### config.mk
export PLATFORM = sky130hd
export DESIGN_NAME = flash_stream_reader_flat
export DESIGN_NICKNAME = d
export VERILOG_FILES = /design/src/rtl/flash_stream_reader_if.sv /design/src/rtl/flash_stream_reader.sv /design/src/flat_wrapper.sv
export SDC_FILE = /design/constraint.sdc
export NUM_CORES = 1
export LEC_CHECK = 0
export BUFFER_PORTS_ARGS = -buffer_cell sky130_fd_sc_hd__buf_2
export CAP_MARGIN = 15
export CORE_UTILIZATION = 38
export CTS_BUF_LIST = sky130_fd_sc_hd__clkbuf_4 sky130_fd_sc_hd__clkbuf_8
export DETAILED_ROUTE_END_ITERATION = 16
export GPL_TIMING_DRIVEN = 0
export MAX_ROUTING_LAYER = met4
export SLEW_MARGIN = 20
export SYNTH_ARGS = -nofsm -noshare
export SYNTH_HDL_FRONTEND = slang
export SYNTH_SLANG_ARGS = --single-unit
export TNS_END_PERCENT = 10
### constraint.sdc
create_clock -name wb_clk_i -period 3.8 [get_ports wb_clk_i]
set_input_delay 0.19 -clock wb_clk_i [delete_from_list [all_inputs] [get_ports wb_clk_i]]
set_output_delay 0.19 -clock wb_clk_i [all_outputs]
set_load 0.05 [all_outputs]
### src/rtl/flash_stream_reader_if.sv
// flash_stream_reader_if
//
// Bundles every non-clock signal of flash_stream_reader: the command
// handshake, the output word stream, the status flags and the Wishbone
// master bus toward the 16-bit flash slave.
//
// Modports:
//   master - the reader's view (drives cmd_ready, the stream, status, wbm_*_o)
//   slave  - the environment's view (drives commands, out_ready, wbm_dat_i, wbm_ack_i)
//
// Signals:
//   cmd_valid/cmd_ready  command handshake, accepted when both are high
//   cmd_addr  [21:0]     start word address
//   cmd_len   [15:0]     word count, 0 is a no-op
//   out_valid/out_ready  output stream handshake
//   out_data  [15:0]     head word of the output FIFO
//   out_last             head word is the final word of its command
//   busy                 command accepted and not yet completed
//   done                 one-cycle completion pulse
//   wbm_*                Wishbone master bus (adr 1 = address[21:16], 0 = address[15:0])
interface flash_stream_reader_if;
  logic        cmd_valid;
  logic        cmd_ready;
  logic [21:0] cmd_addr;
  logic [15:0] cmd_len;
  logic        out_valid;
  logic        out_ready;
  logic [15:0] out_data;
  logic        out_last;
  logic        busy;
  logic        done;
  logic        wbm_adr_o;
  logic [15:0] wbm_dat_o;
  logic [15:0] wbm_dat_i;
  logic        wbm_we_o;
  logic [1:0]  wbm_sel_o;
  logic        wbm_stb_o;
  logic        wbm_cyc_o;
  logic        wbm_ack_i;

  modport master (
    input  cmd_valid, cmd_addr, cmd_len, out_ready, wbm_dat_i, wbm_ack_i,
    output cmd_ready, out_valid, out_data, out_last, busy, done,
           wbm_adr_o, wbm_dat_o, wbm_we_o, wbm_sel_o, wbm_stb_o, wbm_cyc_o
  );

  modport slave (
    output cmd_valid, cmd_addr, cmd_len, out_ready, wbm_dat_i, wbm_ack_i,
    input  cmd_ready, out_valid, out_data, out_last, busy, done,
           wbm_adr_o, wbm_dat_o, wbm_we_o, wbm_sel_o, wbm_stb_o, wbm_cyc_o
  );
endinterface

### src/rtl/flash_stream_reader.sv
// flash_stream_reader
//
// Wishbone master that copies a run of words out of the 16-bit parallel
// flash slave. A command (start address, word count) is turned into a
// sequence of address-register writes, a settle delay and a data read per
// word; each word lands in a small FIFO presented as a valid/ready stream.
//
// Parameters:
//   WAIT_CYCLES  idle cycles between the low-address write and the read
//   FIFO_DEPTH   output FIFO depth in words (power of two, at least 2)
//
// Ports:
//   wb_clk_i  clock
//   wb_rst_i  synchronous active-high reset
//   bus       flash_stream_reader_if master modport (command, stream,
//             status and Wishbone bus)
module flash_stream_reader #(
  parameter int WAIT_CYCLES = 3,
  parameter int FIFO_DEPTH  = 4
) (
  input  logic                         wb_clk_i,
  input  logic                         wb_rst_i,
  flash_stream_reader_if.master        bus
);

  localparam int AW = (FIFO_DEPTH > 1) ? $clog2(FIFO_DEPTH) : 1;
  localparam int CW = AW + 1;

  typedef enum logic [2:0] {
    IDLE,
    SET_HI,
    SET_LO,
    SETTLE,
    READ,
    DRAIN
  } state_t;

  state_t state;
  state_t state_next;

  logic [21:0] addr;
  logic [21:0] addr_inc;
  logic [15:0] remaining;
  logic [15:0] wait_cnt;

  logic [16:0]   fifo_mem [FIFO_DEPTH];
  logic [AW-1:0] wr_ptr;
  logic [AW-1:0] rd_ptr;
  logic [CW-1:0] count;

  logic accept;
  logic fifo_full;
  logic fifo_empty;
  logic push;
  logic pop;
  logic access_done;

  logic        stb;
  logic        we;
  logic        adr;
  logic [15:0] dat;
  logic        done;

  assign accept      = bus.cmd_valid && (state == IDLE);
  assign fifo_full   = (count == CW'(FIFO_DEPTH));
  assign fifo_empty  = (count == '0);
  assign pop         = !fifo_empty && bus.out_ready;
  assign access_done = stb && bus.wbm_ack_i;
  assign push        = (state == READ) && access_done;
  assign addr_inc    = addr + 22'd1;

  // State register.
  always_ff @(posedge wb_clk_i) begin
    if (wb_rst_i) begin
      state <= IDLE;
    end else begin
      state <= state_next;
    end
  end

  // Next-state and bus outputs. Bus outputs are a pure function of the
  // current state and the latched address, so they stay stable for the
  // whole access until ack. A read is only strobed while the FIFO has room,
  // which guarantees every acked read can be pushed.
  always_comb begin
    state_next = state;
    stb        = 1'b0;
    we         = 1'b0;
    adr        = 1'b0;
    dat        = 16'h0000;
    done       = 1'b0;
    case (state)
      IDLE: begin
        if (accept) begin
          state_next = (bus.cmd_len == 16'd0) ? DRAIN : SET_HI;
        end
      end
      SET_HI: begin
        stb = 1'b1;
        we  = 1'b1;
        adr = 1'b1;
        dat = {10'b0, addr[21:16]};
        if (access_done) begin
          state_next = SET_LO;
        end
      end
      SET_LO: begin
        stb = 1'b1;
        we  = 1'b1;
        dat = addr[15:0];
        if (access_done) begin
          state_next = (WAIT_CYCLES > 0) ? SETTLE : READ;
        end
      end
      SETTLE: begin
        if (wait_cnt == 16'(WAIT_CYCLES - 1)) begin
          state_next = READ;
        end
      end
      READ: begin
        stb = !fifo_full;
        if (access_done) begin
          if (remaining == 16'd1) begin
            state_next = DRAIN;
          end else if (addr_inc[15:0] == 16'h0000) begin
            state_next = SET_HI;
          end else begin
            state_next = SET_LO;
          end
        end
      end
      DRAIN: begin
        if (fifo_empty) begin
          done       = 1'b1;
          state_next = IDLE;
        end
      end
      default: state_next = IDLE;
    endcase
  end

  // Command datapath: current word address, words still to read and the
  // settle counter. The counter restarts every time the low address
  // register is written, so it always measures time since the last write.
  always_ff @(posedge wb_clk_i) begin
    if (wb_rst_i) begin
      addr      <= '0;
      remaining <= '0;
      wait_cnt  <= '0;
    end else begin
      if (accept) begin
        addr      <= bus.cmd_addr;
        remaining <= bus.cmd_len;
      end
      if (state == SET_LO) begin
        wait_cnt <= '0;
      end else if (state == SETTLE) begin
        wait_cnt <= wait_cnt + 16'd1;
      end
      if (push) begin
        remaining <= remaining - 16'd1;
        addr      <= addr_inc;
      end
    end
  end

  // FIFO pointers and occupancy. Pointers wrap naturally because the depth
  // is a power of two.
  always_ff @(posedge wb_clk_i) begin
    if (wb_rst_i) begin
      wr_ptr <= '0;
      rd_ptr <= '0;
      count  <= '0;
    end else begin
      if (push) begin
        wr_ptr <= wr_ptr + AW'(1);
      end
      if (pop) begin
        rd_ptr <= rd_ptr + AW'(1);
      end
      case ({push, pop})
        2'b10:   count <= count + CW'(1);
        2'b01:   count <= count - CW'(1);
        default: count <= count;
      endcase
    end
  end

  // FIFO storage: {last flag, data word}. No reset needed; the head is
  // masked while the FIFO is empty.
  always_ff @(posedge wb_clk_i) begin
    if (push) begin
      fifo_mem[wr_ptr] <= {(remaining == 16'd1), bus.wbm_dat_i};
    end
  end

  assign bus.cmd_ready = (state == IDLE);
  assign bus.busy      = (state != IDLE);
  assign bus.done      = done;
  assign bus.out_valid = !fifo_empty;
  assign bus.out_data  = fifo_empty ? 16'h0000 : fifo_mem[rd_ptr][15:0];
  assign bus.out_last  = !fifo_empty && fifo_mem[rd_ptr][16];

  assign bus.wbm_stb_o = stb;
  assign bus.wbm_cyc_o = stb;
  assign bus.wbm_we_o  = we;
  assign bus.wbm_adr_o = adr;
  assign bus.wbm_dat_o = dat;
  assign bus.wbm_sel_o = 2'b11;

endmodule

### src/flat_wrapper.sv
// flat-port wrapper written by rule: the top's interface ports become plain ports
module flash_stream_reader_flat 
#(
  parameter int WAIT_CYCLES = 3,
  parameter int FIFO_DEPTH  = 4
)
  (wb_clk_i, wb_rst_i, bus_cmd_valid, bus_cmd_addr, bus_cmd_len, bus_out_ready, bus_wbm_dat_i, bus_wbm_ack_i, bus_cmd_ready, bus_out_valid, bus_out_data, bus_out_last, bus_busy, bus_done, bus_wbm_adr_o, bus_wbm_dat_o, bus_wbm_we_o, bus_wbm_sel_o, bus_wbm_stb_o, bus_wbm_cyc_o);
  flash_stream_reader_if bus_i ();
  input  logic wb_clk_i;
  input  logic wb_rst_i;
  input wire logic [$bits(bus_i.cmd_valid)-1:0] bus_cmd_valid;
  input wire logic [$bits(bus_i.cmd_addr)-1:0] bus_cmd_addr;
  input wire logic [$bits(bus_i.cmd_len)-1:0] bus_cmd_len;
  input wire logic [$bits(bus_i.out_ready)-1:0] bus_out_ready;
  input wire logic [$bits(bus_i.wbm_dat_i)-1:0] bus_wbm_dat_i;
  input wire logic [$bits(bus_i.wbm_ack_i)-1:0] bus_wbm_ack_i;
  output wire logic [$bits(bus_i.cmd_ready)-1:0] bus_cmd_ready;
  output wire logic [$bits(bus_i.out_valid)-1:0] bus_out_valid;
  output wire logic [$bits(bus_i.out_data)-1:0] bus_out_data;
  output wire logic [$bits(bus_i.out_last)-1:0] bus_out_last;
  output wire logic [$bits(bus_i.busy)-1:0] bus_busy;
  output wire logic [$bits(bus_i.done)-1:0] bus_done;
  output wire logic [$bits(bus_i.wbm_adr_o)-1:0] bus_wbm_adr_o;
  output wire logic [$bits(bus_i.wbm_dat_o)-1:0] bus_wbm_dat_o;
  output wire logic [$bits(bus_i.wbm_we_o)-1:0] bus_wbm_we_o;
  output wire logic [$bits(bus_i.wbm_sel_o)-1:0] bus_wbm_sel_o;
  output wire logic [$bits(bus_i.wbm_stb_o)-1:0] bus_wbm_stb_o;
  output wire logic [$bits(bus_i.wbm_cyc_o)-1:0] bus_wbm_cyc_o;
  assign bus_i.cmd_valid = bus_cmd_valid;
  assign bus_i.cmd_addr = bus_cmd_addr;
  assign bus_i.cmd_len = bus_cmd_len;
  assign bus_i.out_ready = bus_out_ready;
  assign bus_i.wbm_dat_i = bus_wbm_dat_i;
  assign bus_i.wbm_ack_i = bus_wbm_ack_i;
  assign bus_cmd_ready = bus_i.cmd_ready;
  assign bus_out_valid = bus_i.out_valid;
  assign bus_out_data = bus_i.out_data;
  assign bus_out_last = bus_i.out_last;
  assign bus_busy = bus_i.busy;
  assign bus_done = bus_i.done;
  assign bus_wbm_adr_o = bus_i.wbm_adr_o;
  assign bus_wbm_dat_o = bus_i.wbm_dat_o;
  assign bus_wbm_we_o = bus_i.wbm_we_o;
  assign bus_wbm_sel_o = bus_i.wbm_sel_o;
  assign bus_wbm_stb_o = bus_i.wbm_stb_o;
  assign bus_wbm_cyc_o = bus_i.wbm_cyc_o;
  flash_stream_reader #(.WAIT_CYCLES(WAIT_CYCLES), .FIFO_DEPTH(FIFO_DEPTH)) u_core (.wb_clk_i(wb_clk_i), .wb_rst_i(wb_rst_i), .bus(bus_i));
endmodule
==> results.md, run 1 <==
- Synth warn: 0
- Fin crit share: 86.9%
- DRT iter0 DRCs: 335
- Critical path origin: u_core.count[2]$_SDFFE_PP0P_
- Synth area leader: edfxtp_1
- Arrival time worst endpoint: 3.67 ns
- Most common cell after layout, fill and taps aside: buf_2
- Peak supply drop: 269 uV
- Hold wc startpoint: bus_cmd_len[9]
- Post-synthesis sequential area ratio: 51.5%
- CTS sink cnt: 134
- ANT nets after route: 0
- Worst Hold Class: primary input to register
- Via count: 5,487
- H-tree lvl count: 4
- Slew margin rel.: 34.2%
- Startpoint types: register
- Worst-Margin Slew: 0.978 ns
- Placed cell area: 7310 sq um
- Clk_lat worst skew: 0.44 ns
- RSZ-0062 raised after global routing: no
- Slowest CP cell: or3b_2
- # IOs: 102
- DR WL/cell: 16.8 um
- Final Wtd Congestion: 0.880
- Synth Instances: 630
- HPWL Detailed: 12.0 mm
- Setup Crit Path Kind: register to register
- Root buffer cell: clkbuf_8
- Post-layout instance area: 8000 sq um
- DR DRC count: 0
- Share of the synthesized area in the top cell type: 31.2%
- CP Cell Sequence: or3b_2 -> and3_1 -> buf_2 -> inv_2 -> clkbuf_1 -> ha_1 -> inv_1 -> fa_1 -> xor2_1 -> or3_1 -> a21oi_1
- Routed vias/inst: 5.44
- Multi-input gate area: 2920 sq um
- Largest net degree at the start of global routing: 18
- Slowest Stage Delay on Critical Path: 0.49 ns
- Clock Path Buffers: 2
- Initial Util: 39.1%
- Vias in the first global route: 5,246
- Fillers: 1,587
- Port-buffer cells: 99
- Reg2Reg Launch Point: u_core.count[2]$_SDFFE_PP0P_
- Commonest cells after routing, fill and taps aside: buf_2 (110), edfxtp_1 (68), dfxtp_1 (66)
- Placeable core area: 16,700 sq um
- FFs w/ async S/R, synth: 0%
- Total iterations of the first detailed-routing run: 5
- Clock slew at reported path FFs: 0.08 ns
- Synth area leaders: edfxtp_1 (31%), dfxtp_1 (20%), mux4_2 (5.9%), nor2_1 (3.6%), nand2_1 (2.9%)
- GRT Total Usage: 20.1%
- Clk_skew: 0.00992 ns
- Power Dens Cells: 532 nW/um^2
- NumNets Final: 846
- Num rows: 47
- Post-synth EDFFs: 68
- # diodes: 0
- Area of the mapped netlist: 6540 sq um
- Minimum clock period after layout: 3.30 ns
- Max Clock Freq: 303 MHz
- Number of synthesized register bits: 134
- Hold Fails Final Rpt: 0
- CTS tree: built
- Syn-to-layout area delta: 22.4%
- Final Setup Violations: 0
- Non-Filler Instances: 1,009
- Initial antenna violation count: 0
- Setup crit end kind: register
- Crit-path max FO: 10
- Pre-CTS setup slack: 0.553 ns
- Die area: 17,700 sq um
- Critical Path RT: 4.17 ns
- Wirelength, routed: 17.0 mm
- Pleak: 2.98 nW
- TritonCTS Buffers: 17
- Placed cell count: 950
- Grt ovf: 0
- Status: completed
- Top FF cell, synth: edfxtp_1
- First-pass GRT wire length: 26.7 mm
- Setup TNS Final: 0 ns
- Share of cells above drive strength 1: 22.4%
- Worst setup margin: 0.500 ns
- Yosys cell types: 62
- Die Ht: 133 um
- FF+latch area: 3360 sq um
- Number of max-cap violations: 0
- Slew Viols, Final: 0
- Mean Syn Cell Area: 10.4 sq um
- Die width: 133 um
-- sequential cells by signal, summed over array words and instances, names as in the netlist, named ones only --
register,cells
u_core.count,3
u_core.addr,22
u_core.fifo_mem,68
u_core.state,3
u_core.wr_ptr,2
u_core.wait_cnt,16
u_core.remaining,16
u_core.rd_ptr,2
-- power by group --
part / leakage [nW] / switching, mW / internal [mW] / total [mW]
logic: 1.62 / 0.877 / 0.416 / 1.29
registers: 1.15 / 0.0985 / 1.62 / 1.72
clock network: 0.202 / 0.576 / 0.662 / 1.24
-- what timing repair did --
action / CTS / global route
hold endpoints to repair: 75 / 0
hold buffers: 27 / 0
setup buffers: 0 / 0
gates resized for setup: 0 / 0
-- cell usage after synthesis, types with 3 or more instances --
cell type	number
edfxtp_1	68
dfxtp_1	66
nor2_1	63
nand2_1	50
a21oi_1	36
clkbuf_1	31
and2_1	26
o21ai_0	24
and3_1	18
mux4_2	17
nand3_1	16
nor4_1	16
xor2_1	16
inv_1	13
nand4_1	13
nor3_1	13
or3_1	13
buf_2	11
a31oi_1	10
ha_1	10
o211ai_1	8
a221oi_1	7
xnor2_1	7
a22o_1	6
or4_1	6
a211oi_1	5
a22oi_1	4
o21bai_1	4
o311ai_0	4
or2_2	4
a222oi_1	3
buf_4	3
mux2i_1	3
-- per-layer routing --
metal	GRT usage, %	up-vias	wire length [um]
li1	-	2618	-
met1	25.0	2600	7420
met2	32.1	241	8020
met3	4.72	28	1230
met4	7.01	0	308
met5	-	-	0
-- cells by family after synthesis --
| group | count (synthesis) | share of synthesized area [%] |
|---|---|---|
| other cells | 1 | 0.0574 |
| fa+ha+maj | 11 | 2.22 |
| simple gates | 258 | 20.7 |
| compound gates | 120 | 12.0 |
| buf+inv | 62 | 3.96 |
| flops | 134 | 51.5 |
| xor+xnor | 23 | 3.08 |
| mux | 21 | 6.49 |
-- worst max-delay path: cells and delay by family, from the launching register on --
kind	cells	cell delay (ns)
flops	1	0.39
fa+ha+maj	2	0.67
buf+inv	4	0.88
compound gates	1	0.14
xor+xnor	1	0.16
simple gates	3	0.99
-- final cells by class --
class	count	area share [%]
Timing Repair Buffer	126	9.57
Tap cell	220	3.44
Clock inverter	14	2.14
Clock buffer	18	3.02
Sequential cell	134	42.1
Buffer	48	2.58
Multi-Input combinational cell	435	36.5
Inverter	14	0.657
-- final timing paths --
path | slack, ns | cells after the start | end
max | 0.50 | 11 | u_core.count[2]$_SDFFE_PP0P_
min | 0.03 | 3 | u_core.remaining[9]$_SDFFE_PP0P_
max reg2reg | 0.50 | 11 | u_core.count[2]$_SDFFE_PP0P_
min reg2reg | 0.50 | 2 | u_core.wr_ptr[1]$_SDFFE_PP0P_
-- per-stage QoR --
stage	hold slack (ns)	power, mW	util, %
after global placement	0.401	2.99	43.8
after floorplan	0.289	2.65	-
final	0.0340	4.25	47.9
after detailed placement	0.409	3.01	43.8
after CTS	0.00350	4.27	47.9
after global routing	0.0156	4.46	47.9
No activity file was read; power rests on OpenSTA's default activity.
==> inputs of run 2 (changes only) <==
--- a/config.mk
+++ b/config.mk
@@ -8,9 +8,9 @@
 export BUFFER_PORTS_ARGS = -buffer_cell sky130_fd_sc_hd__buf_2
 export CAP_MARGIN = 15
 export CORE_UTILIZATION = 38
-export CTS_BUF_LIST = sky130_fd_sc_hd__clkbuf_4 sky130_fd_sc_hd__clkbuf_8
 export DETAILED_ROUTE_END_ITERATION = 16
 export GPL_TIMING_DRIVEN = 0
+export HOLD_SLACK_MARGIN = 0.03
 export MAX_ROUTING_LAYER = met4
 export SLEW_MARGIN = 20
 export SYNTH_ARGS = -nofsm -noshare
==> run 2 against run 1 <==
Effect of this change: design area increased by 2.1%; worst hold slack improved by 0.013 ns; worst setup slack got worse by 0.0098 ns; via count decreased by 0.80%; wire length increased by 0.45%; global-route usage about the same; non-clock buffer count decreased by 2; flip-flop and latch count unchanged; register-to-register slack about the same; die area unchanged; critical endpoint unchanged.
==> results.md, run 2 (synthesis gave the netlist of run 1 again) <==
- Port-buffer cells: 99
- Minimum clock period after layout: 3.31 ns
- Non-Filler Instances: 1,007
- Fin Hold WS: 0.0470 ns
- Die Ht: 133 um
- Peak supply drop: 323 uV
- Critical Path RT: 4.15 ns
- H-tree lvl count: 4
- Fin crit share: 87.1%
- Post-CTS Resized: 0
- Slowest Stage Delay on Critical Path: 0.49 ns
- CP Cell Sequence: or3b_2 -> and3_1 -> buf_2 -> inv_2 -> clkbuf_1 -> ha_1 -> inv_1 -> fa_1 -> xor2_1 -> or3_1 -> a21oi_1
- RSZ-0062 raised after global routing: no
- Grt ovf: 0
- Startpoint types: register
- TritonCTS Buffers: 17
- Postcts setup bufs: 0
- Setup TNS Final: 0 ns
- Syn-to-layout area delta: 24.9%
- CTS sink cnt: 134
- HPWL Detailed: 12.0 mm
- Power Dens Cells: 574 nW/um^2
- Arrival time worst endpoint: 3.66 ns
- Status: completed
- Vias in the first global route: 5,217
- Wirelength, routed: 17.1 mm
- Initial antenna violation count: 0
- Share of cells above drive strength 1: 22.4%
- Hold Fails Final Rpt: 0
- Placed cell count: 950
- Initial Util: 39.1%
- Overall Power: 4.69 mW
- Slowest CP cell: or3b_2
- # IOs: 102
- Number of max-cap violations: 0
- Pleak: 3.05 nW
- Die area: 17,700 sq um
- Slew margin rel.: 35.2%
- Worst Hold Class: primary input to register
- GRT Total Usage: 20.1%
- Total iterations of the first detailed-routing run: 5
- Most common cell after layout, fill and taps aside: buf_2
- CTS tree: built
- Crit-path max FO: 10
- Num rows: 47
- NumNets Final: 844
- Max Clock Freq: 302 MHz
- DRT iter0 DRCs: 337
- Final Setup Violations: 0
- Clk_lat worst skew: 0.42 ns
- Biggest regs: u_core.fifo_mem: 68 flops, u_core.addr: 22 flops
- Die width: 133 um
- ANT nets after route: 0
- Largest net degree at the start of global routing: 18
- Setup Crit Path Kind: register to register
- Final Wtd Congestion: 0.880
- Setup crit end kind: register
- Via count: 5,443
- Clk_skew: 0.00679 ns
- DR DRC count: 0
- Worst-Margin Slew: 0.963 ns
- DR WL/cell: 16.9 um
- Fillers: 1,563
- Post-layout instance area: 8170 sq um
- Placeable core area: 16,700 sq um
- Routed vias/inst: 5.41
- Root buffer cell: clkbuf_16
- First-pass GRT wire length: 26.7 mm
- Slew Viols, Final: 0
- Clock Path Buffers: 2
- Commonest cells after routing, fill and taps aside: buf_2 (110), edfxtp_1 (68), dfxtp_1 (66)
- Placed cell area: 7310 sq um
- Clock slew at reported path FFs: 0.06 ns
- Largest Register: u_core.fifo_mem
- Max reg flops: 68
- # diodes: 0
-- run 2: layer usage --
layer | vias to the layer above | part of all wire, % | GRT usage, %
li1 | 2618 | - | -
met1 | 2570 | 45 | 25.4
met2 | 223 | 47 | 31.9
met3 | 32 | 6.9 | 4.53
met4 | 0 | 2.0 | 7.07
met5 | - | 0 | -
-- run 2: stage by stage --
| step | setup slack (ns) | utilization, % |
|---|---|---|
| 2_1_floorplan | 0.473 | - |
| 3_3_place_gp | 0.632 | 43.8 |
| 3_5_place_dp | 0.553 | 43.8 |
| 4_1_cts | 0.526 | 48.9 |
| 5_1_grt | 0.374 | 48.9 |
| 6_report | 0.490 | 48.9 |
-- run 2: worst max-delay path, delay by kind of cell (launching register included) --
family,cells,cell delay [ns]
AND/OR/NAND/NOR,3,0.99
AO/OA/AOI/OAI,1,0.14
buffers and inverters,4,0.90
XOR/XNOR,1,0.17
adder cells (fa/ha/maj),2,0.67
flip-flops,1,0.39
-- run 2: final cells by class --
type	instances	area [sq um]	share of cell area (%)
flip-flops and latches	134	3360	41.2
multi-input cells	435	2920	35.8
repair buffers	124	746	9.13
clock buffers	18	429	5.26
well taps	220	275	3.37
plain buffers	48	206	2.53
clock inverters	14	171	2.10
inverters	14	52.6	0.644
-- run 2: power by group --
| group | switching (mW) | total, mW | internal (mW) | leakage (nW) |
|---|---|---|---|---|
| sequential | 0.0987 | 1.72 | 1.63 | 1.15 |
| clock | 0.637 | 1.67 | 1.04 | 0.286 |
| combinational | 0.879 | 1.29 | 0.415 | 1.61 |
| total | 1.61 | 4.69 | 3.08 | 3.05 |
-- run 2: worst paths after layout --
check | to | slack (ns) | from | cells after the start
worst max-delay path | u_core.count[2]$_SDFFE_PP0P_ | 0.49 | u_core.count[2]$_SDFFE_PP0P_ | 11
worst min-delay path | u_core.remaining[11]$_SDFFE_PP0P_ | 0.05 | bus_cmd_len[11] | 3
worst max register to register | u_core.count[2]$_SDFFE_PP0P_ | 0.49 | u_core.count[2]$_SDFFE_PP0P_ | 11
worst min register to register | u_core.wr_ptr[1]$_SDFFE_PP0P_ | 0.50 | u_core.wr_ptr[1]$_SDFFE_PP0P_ | 2
-- run 2: what timing repair did --
action,in CTS,in global routing
hold buffers,25,0
hold endpoints to repair,73,0
endpoints found under the setup margin,0,0
